--- src/rtl/bram_dac_reader_pkg.sv ---
`default_nettype none
// ============================================================
// bram_dac_reader_pkg : shared widths, idle code, FSM states
// Rev 1.0
// ============================================================
package bram_dac_reader_pkg;

  localparam int ADDR_W_DEF = 16;
  localparam int DATA_W_DEF = 10;
  localparam int DIV_W_DEF  = 16;

  // Offset-binary zero: the DAC sits at mid-rail when idle
  localparam logic [9:0] MIDSCALE_DEF = 10'h200;

  typedef enum logic [1:0] {
    ST_IDLE  = 2'd0,
    ST_PRIME = 2'd1,
    ST_RUN   = 2'd2
  } state_t;

endpackage
`default_nettype wire

--- src/rtl/bram_dac_reader_sample_tick_gen.sv ---
`default_nettype none
// ============================================================
// sample_tick_gen : divider counter producing a sample tick
// Rev 1.0
// ============================================================
module sample_tick_gen #(
  parameter int DIV_W = 16
) (
  input  logic             clk,
  input  logic             rst_n,
  input  logic             clr,
  input  logic             en,
  input  logic [DIV_W-1:0] div,
  output logic             tick
);

  logic [DIV_W-1:0] r_cnt;
  logic [DIV_W-1:0] w_eff_div;
  logic             w_tick;

  // A divider of zero would leave no cycle for BRAM read latency
  assign w_eff_div = (div == '0) ? DIV_W'(1) : div;
  assign w_tick    = en && (r_cnt == w_eff_div);
  assign tick      = w_tick;

  always_ff @(posedge clk) begin
    if (!rst_n) begin
      r_cnt <= '0;
    end else if (clr) begin
      r_cnt <= '0;
    end else if (en) begin
      r_cnt <= w_tick ? '0 : r_cnt + DIV_W'(1);
    end
  end

endmodule
`default_nettype wire

--- src/rtl/bram_dac_reader.sv ---
`default_nettype none
// ============================================================
// bram_dac_reader : sequences BRAM reads onto the DAC pins
// Rev 1.0
// ============================================================
module bram_dac_reader
  import bram_dac_reader_pkg::*;
#(
  parameter int                ADDR_W   = ADDR_W_DEF,
  parameter int                DATA_W   = DATA_W_DEF,
  parameter int                DIV_W    = DIV_W_DEF,
  parameter logic [DATA_W-1:0] MIDSCALE = MIDSCALE_DEF
) (
  input  logic              clka,
  input  logic              rsta_n,
  input  logic              start,
  input  logic              stop,
  input  logic              loop_en,
  input  logic [ADDR_W-1:0] start_addr,
  input  logic [ADDR_W-1:0] end_addr,
  input  logic [DIV_W-1:0]  rate_div,
  output logic [ADDR_W-1:0] mem_addr,
  input  logic [DATA_W-1:0] mem_dout,
  output logic [DATA_W-1:0] dac_data,
  output logic              dac_valid,
  output logic              busy,
  output logic              done,
  output logic              cfg_err
);

  state_t            r_state;
  logic [ADDR_W-1:0] r_mem_addr;
  logic [DATA_W-1:0] r_dac_data;
  logic              r_dac_valid;
  logic              r_busy;
  logic              r_done;
  logic              r_cfg_err;
  logic [ADDR_W-1:0] r_start_addr;
  logic [ADDR_W-1:0] r_end_addr;
  logic              r_loop_en;
  logic [DIV_W-1:0]  r_rate_div;

  logic w_run;
  logic w_clr;
  logic w_tick;

  assign w_run = (r_state == ST_RUN);
  assign w_clr = !w_run;

  sample_tick_gen #(
    .DIV_W (DIV_W)
  ) u_tick (
    .clk   (clka),
    .rst_n (rsta_n),
    .clr   (w_clr),
    .en    (w_run),
    .div   (r_rate_div),
    .tick  (w_tick)
  );

  always_ff @(posedge clka) begin
    if (!rsta_n) begin
      r_state      <= ST_IDLE;
      r_mem_addr   <= '0;
      r_dac_data   <= MIDSCALE;
      r_dac_valid  <= 1'b0;
      r_busy       <= 1'b0;
      r_done       <= 1'b0;
      r_cfg_err    <= 1'b0;
      r_start_addr <= '0;
      r_end_addr   <= '0;
      r_loop_en    <= 1'b0;
      r_rate_div   <= '0;
    end else begin
      r_dac_valid <= 1'b0;
      r_done      <= 1'b0;
      r_cfg_err   <= 1'b0;
      case (r_state)
        ST_IDLE: begin
          // stop beside start cancels the request outright
          if (start && !stop) begin
            if (start_addr > end_addr) begin
              r_cfg_err <= 1'b1;
            end else begin
              r_start_addr <= start_addr;
              r_end_addr   <= end_addr;
              r_loop_en    <= loop_en;
              r_rate_div   <= rate_div;
              r_mem_addr   <= start_addr;
              r_busy       <= 1'b1;
              r_state      <= ST_PRIME;
            end
          end
        end
        ST_PRIME: begin
          if (stop) begin
            r_busy  <= 1'b0;
            r_state <= ST_IDLE;
          end else begin
            r_state <= ST_RUN;
          end
        end
        ST_RUN: begin
          if (stop) begin
            r_busy  <= 1'b0;
            r_state <= ST_IDLE;
          end else if (w_tick) begin
            r_dac_data  <= mem_dout;
            r_dac_valid <= 1'b1;
            if (r_mem_addr != r_end_addr) begin
              r_mem_addr <= r_mem_addr + ADDR_W'(1);
            end else if (r_loop_en) begin
              r_mem_addr <= r_start_addr;
            end else begin
              r_done  <= 1'b1;
              r_busy  <= 1'b0;
              r_state <= ST_IDLE;
            end
          end
        end
        default: begin
          r_busy  <= 1'b0;
          r_state <= ST_IDLE;
        end
      endcase
    end
  end

  assign mem_addr  = r_mem_addr;
  assign dac_data  = r_dac_data;
  assign dac_valid = r_dac_valid;
  assign busy      = r_busy;
  assign done      = r_done;
  assign cfg_err   = r_cfg_err;

endmodule
`default_nettype wire
--- config.mk ---
export PLATFORM = sky130hd
export DESIGN_NAME = bram_dac_reader
export DESIGN_NICKNAME = d
export VERILOG_FILES = /design/src/rtl/bram_dac_reader_pkg.sv /design/src/rtl/bram_dac_reader_sample_tick_gen.sv /design/src/rtl/bram_dac_reader.sv
export SDC_FILE = /design/constraint.sdc
export NUM_CORES = 1
export LEC_CHECK = 0
export BUFFER_PORTS_ARGS = -buffer_cell sky130_fd_sc_hd__buf_4
export CORE_MARGIN = 5
export CORE_UTILIZATION = 38
export CTS_CLUSTER_DIAMETER = 30
export CTS_CLUSTER_SIZE = 25
export DETAILED_ROUTE_END_ITERATION = 6
export SKIP_LAST_GASP = 1
export SYNTH_ARGS = -nofsm -noshare
export SYNTH_HDL_FRONTEND = slang
export SYNTH_HIERARCHICAL = 1
export SYNTH_SLANG_ARGS = --single-unit
export TNS_END_PERCENT = 10
--- constraint.sdc ---
create_clock -name clka -period 5.3 [get_ports clka]
set_input_delay 1.06 -clock clka [delete_from_list [all_inputs] [get_ports clka]]
set_output_delay 1.06 -clock clka [all_outputs]
set_load 0.02 [all_outputs]
; Word level (Yosys, flattened, before mapping)
; Index checks and enable logic that the tools add are counted.
[op_classes]
addsub = 2
magnitude_cmp = 1
eq_ne = 13
mux = 27
bitwise_logic = 5
reduce_logical = 15
[ops]
columns = op, n
row1 = $mux W16, 7
row2 = $add A16 B1 Y16 const B, 2
row3 = $pmux W16 S2, 1
row4 = $eq A16 B16 Y1, 1
row5 = $gt A16 B16 Y1, 1
row6 = $logic_not A16 Y1, 1
row7 = $ne A16 B16 Y1, 1
row8 = $mux W2, 7
row9 = $ne A3 B3 Y1 const B, 4
row10 = $reduce_and A6 Y1, 2
row11 = $mux W1, 10
row12 = $ne A2 B2 Y1 const B, 5
row13 = $reduce_and A3 Y1, 3
row14 = $pmux W2 S3, 1
row15 = $reduce_or A3 Y1, 2
row16 = $not A1 Y1, 5
row17 = $reduce_and A5 Y1, 1
row18 = $reduce_or A5 Y1, 1
row19 = $pmux W1 S3, 1
row20 = $eq A2 B1 Y1 const B, 1
row21 = $eq A2 B2 Y1 const B, 1
row22 = $logic_and A1 B1 Y1, 2
row23 = $logic_not A2 Y1, 1
row24 = $reduce_bool A2 Y1, 1
row25 = $logic_not A1 Y1, 1
[totals]
ff_bits = 97
inputBits = 63
output_inout_bits = 30
elab_cells = 75

; Logic depth before layout (Yosys ltp)
[depth]
word_depth = 7
depth_mapped = 14
depth_no_buf = 11

; Modules after synthesis
; Netlist, hierarchy kept.
[modules_own_cells]
columns = module, n_inst, cells_per_inst, area_per_inst_um2, seq_area_each_um2
row1 = bram_dac_reader, 1, 468, 4036.4, 1621.6
row2 = sample_tick_gen, 1, 121, 1061.0, 320.3

; Worst setup path after synthesis
; No wires, ideal clock.
[synth_path]
path_type = input to register
from = in end_addr[15]
to = reg r_rate_div[0]
setup_ps = 128
t_arrival_ps = 2960
required_time_ps = 5172
path_slack_ps = 2212
cell_stages = 11
path_buffers = 2
cell_sequence = inv_1 ha_1 nand4_2 nor2_1 or3_1 a2111o_1 nand2_2 buf_6 buf_8 mux2i_1 nor2_1
[synth_between]
elab_chain_cells = 3
[synth_rtl]
columns = element, line_no
row1 = start: declaration, bram_dac_reader.sv:20  ; input logic [ADDR_W-1:0] end_addr,
row2 = $gt A16 B16 Y1, bram_dac_reader.sv:82  ; if (start_addr > end_addr) begin
row3 = $not A1 Y1 (no source line), n/a
row4 = $reduce_and A3 Y1 (no source line), n/a
row5 = end signal: assignment, bram_dac_reader.sv:88  ; r_rate_div <= rate_div;
row6 = end: declaration, bram_dac_reader.sv:41  ; logic [DIV_W-1:0] r_rate_div;
; No other way between the ends.
; A chain may end at the register's enable or synchronous reset.

; Final worst setup path
[layout_path]
from = in start_addr[15]
to = reg r_start_addr[5]
[layout_between]
elab_chain_cells = 3
[layout_rtl]
columns = element, line_no
row1 = start: declaration, bram_dac_reader.sv:19  ; input logic [ADDR_W-1:0] start_addr,
row2 = $gt A16 B16 Y1, bram_dac_reader.sv:82
row3 = $not A1 Y1 (no source line), n/a
row4 = $reduce_and A3 Y1 (no source line), n/a
row5 = end signal: assignment, bram_dac_reader.sv:85  ; r_start_addr <= start_addr;
row6 = end: declaration, bram_dac_reader.sv:38  ; logic [ADDR_W-1:0] r_start_addr;
; No other way between the ends.

==> results by group <==
Status
  – Status: completed

Placement
  – Port bufs: slightly above 90
  – Gpl congestion: 0.931
  – Post-DP HPWL: roughly 10 mm
  – Pre-CTS WS: 1340 ps

Logic synthesis
  – Count leader, synth: dfxtp_1
  – Multiplexer area fraction after synthesis: ~10%
  – Synth Area in Compound Gates: between 10 and 15%
  – Yosys cell types: 53
  – Seq cells post-synth: between 90 and 100
  – Ys flop type: dfxtp_1
  – Syn_nets: 670
  – Synth area leaders: dfxtp_1 (38%), mux2i_1 (9.8%), xnor2_1 (5.8%)
  – YS warnings: 6
  – Post-synthesis simple-gate area fraction: a little over a fifth
  – Async SR Flop Fraction: 0%
  – Post-synth EDFFs: 0
  – Synth Area in XOR/XNOR: about a tenth
  – Synth area leader: dfxtp_1
  – Avg Cell Area, Syn: 8.65 um^2
  – Commonest cells post-synth: dfxtp_1 (97), nand2_1 (72), nor2_1 (65), mux2i_1 (50), xnor2_1 (34)
  – Post-synthesis cell area: 5100 um^2
  – Seq/Total Area, Yosys: 38.1%
  – Top cell type's share of synthesized area: 38.1%
  – Adder-Cell Fraction of Synth Area: under 10%
  – Mapped Cells: around 600
  – Largest family of logic cells by synthesized area: simple AND/OR/NAND/NOR gates

STA
  – RSZ-0062 raised after global routing: no
  – Number of hold violations in the final report: 0
  – Clock Skew: ~6.8 ps
  – Slew HR: between 30% and 40%
  – WHS: roughly 460 ps
  – Setup-failing EPs final: 0
  – Final worst setup slack: between 1500 and 2000 ps
  – Fin. max-slew vios: 0
  – Final Cycle Share: a little under 70%
  – Highest clock rate: 274 MHz
  – Worst-margin pin slew: 931 ps
  – Crit path time final: ~3600 ps
  – Setup TNS: 0 ps

Die
  – Die X: 126 um
  – Core footprint: about 13,000 um^2
  – Die area: 15,800 um^2
  – Initial Util: between 30 and 40%
  – Die height: between 100 and 150 um
  – Top-level I/O count: a little over 90
  – Num rows: 42

Power and ir drop
  – Power Density: roughly 280 nW/um^2
  – Peak VDD IR: roughly 0.18 mV
  – Pwr Total: 0.00172 W
  – LEAKAGE: 2.65 nW

Global routing
  – Busiest grt layer: met2
  – GRT met2 Usage: 30.8%
  – First-pass GRT wire length: ~22 mm
  – Antenna violations before repair: 0
  – Met3 usage: ~4.5%
  – GRT Overall Usage: between 10% and 20%
  – Gr ovfl total: 0
  – GR Layer Usage met1: about a fifth
  – Number of global-route vias before repair: 4,533
  – Pin count of the biggest net entering global routing: 37

Clocking
  – Worst-case clock buffer depth: 2
  – # hold bufs at CTS: 0
  – CTS tree: yes
  – Post_cts resized: 0
  – Worst-path clk slew: 70 ps
  – Root Buffer: clkbuf_16
  – Clk sinks: between 90 and 100
  – Number of H-tree levels: 3
  – Setup Fix Bufs, Post-CTS: 0
  – Cts bufs inserted: 9
  – Skew-Pair Late Insertion Delay: ~350 ps

Worst setup path
  – Worst EP arrival: between 3000 and 4000 ps
  – Most frequent CP cell: buf_4
  – Worst path bufs/invs: 2
  – Startpoint types: input pin
  – CP Max Fanout: 20
  – CP top delay family: simple AND/OR/NAND/NOR gates
  – CP endpoint kind: flop
  – Crit path cell chain: buf_4 -> ha_1 -> nand4_2 -> nor4_1 -> nand3_1 -> nand2_2 -> buf_4 -> mux2i_1 -> nor2_1
  – CP Class: in -> reg
  – CP peak stage delay: roughly 640 ps
  – CP max stage cell: nor4_1
  – CP Data Required Time: around 5500 ps

Worst hold path
  – Min-delay worst type: reg -> reg

Cells and area
  – Fillers: between 1k and 1.5k
  – Nets: ~750
  – Final Util: roughly 47%
  – Diodes inserted: 0
  – Layout cells sized above 1: between 10% and 20%
  – Area delta synth->final: 21.8%

Route
  – Total wire length: between 10 and 15 mm
  – Routed vias: 4,368
  – Vias/cell: 5.15
  – Drt first-iter violations: approximately 210
  – 1st-pass router iterations: 4
  – Routed Antenna Nets: 0
  – Remaining DRCs: 0
  – DR WL/cell: approximately 16 um

Job
  – # Max-Cap Violations: 0
==> kinds of logic after synthesis <==
| group | after synthesis |
|---|---|
| AND/OR/NAND/NOR | 222 |
| flip-flops | 97 |
| AO/OA/AOI/OAI | 82 |
| buffers and inverters | 61 |
| XOR/XNOR | 59 |
| multiplexers | 50 |
| adder cells (fa/ha/maj) | 18 |
==> cell usage in the layout (no fill, tap or decap), types with 2 or more instances in the layout <==
cell type and count:
a21o_1 2, a21oi_1 18, a31oi_1 4, and3_1 3, buf_4 102, clkbuf_16 9
clkinvlp_4 2, dfxtp_1 97, ha_1 18, inv_1 24, mux2i_1 50, nand2_1 72
nand2b_1 4, nand3_1 12, nand4_1 15, nor2_1 65, nor3_1 14, nor3_2 8
nor4_1 14, o211a_1 11, o211ai_1 15, o21ai_0 19, o31ai_1 2, or3_1 3
or4_1 2, xnor2_1 34, xor2_1 25
==> layout make-up <==
| class | count | area [um^2] | area share [%] |
|---|---|---|---|
| timing repair buffer | 102 | 766 | 12.3 |
| clock buffer | 10 | 229 | 3.69 |
| multi-input combinational | 431 | 2890 | 46.5 |
| clock inverter | 6 | 67.6 | 1.09 |
| inverter | 26 | 97.6 | 1.57 |
| tap | 176 | 220 | 3.55 |
| sequential | 97 | 1940 | 31.3 |
==> sequential cells by signal (all words and copies together), names as in the netlist <==
register and flops:
busy 1, cfg_err 1, dac_data 10, dac_valid 1, done 1, mem_addr 16, r_end_addr 16, r_loop_en 1
r_rate_div 16, r_start_addr 16, r_state 2, u_tick/r_cnt 16
==> power breakdown <==
part / internal, W / switching (W) / total (W) / leakage (nW)
clock: 0.000368 / 0.000291 / 0.000659 / 0.139
combinational: 0.000126 / 0.000149 / 0.000275 / 1.72
sequential: 0.000756 / 0.0000334 / 0.000790 / 0.787
==> worst register-to-register path, cell delays in order, from the launching register on <==
cell	delay, ps
dfxtp_1	340
or4_1	550
nor4b_1	330
a32oi_1	190
a21oi_2	220
inv_1	100
nor3_1	260
o21ai_1	150
nand3_1	130
buf_4	250
o211ai_1	130
o211a_1	140
==> path summary, 6_finish.rpt <==
path,from,endpoint,slack [ps],cells after the start
setup / recovery,start_addr[15],r_start_addr[5]$_SDFFE_PN0P_,1650,9
hold / removal,dac_data[8]$_SDFFE_PN0P_,dac_data[8]$_SDFFE_PN0P_,460,2
hold reg to reg,dac_data[8]$_SDFFE_PN0P_,dac_data[8]$_SDFFE_PN0P_,460,2
setup reg to reg,r_rate_div[2]$_SDFFE_PN0P_,mem_addr[11]$_SDFFE_PN0P_,2410,11
==> metal layers <==
layer  part of all wire (%)  routed length (um)
met5                      0                   0
met4                    2.3                 321
met3                    4.2                 592
met2                     51                7110
met1                     43                5950
==> through the flow <==
| step | area (um^2) | std cells |
|---|---|---|
| final | 6210 | 848 |
| after global routing | 6210 | 848 |
| after CTS | 6210 | 848 |
| after detailed placement | 5910 | 832 |
| after global placement | 5910 | 832 |
| after floorplan | 5100 | 589 |
(Power assumes the default switching activity.)
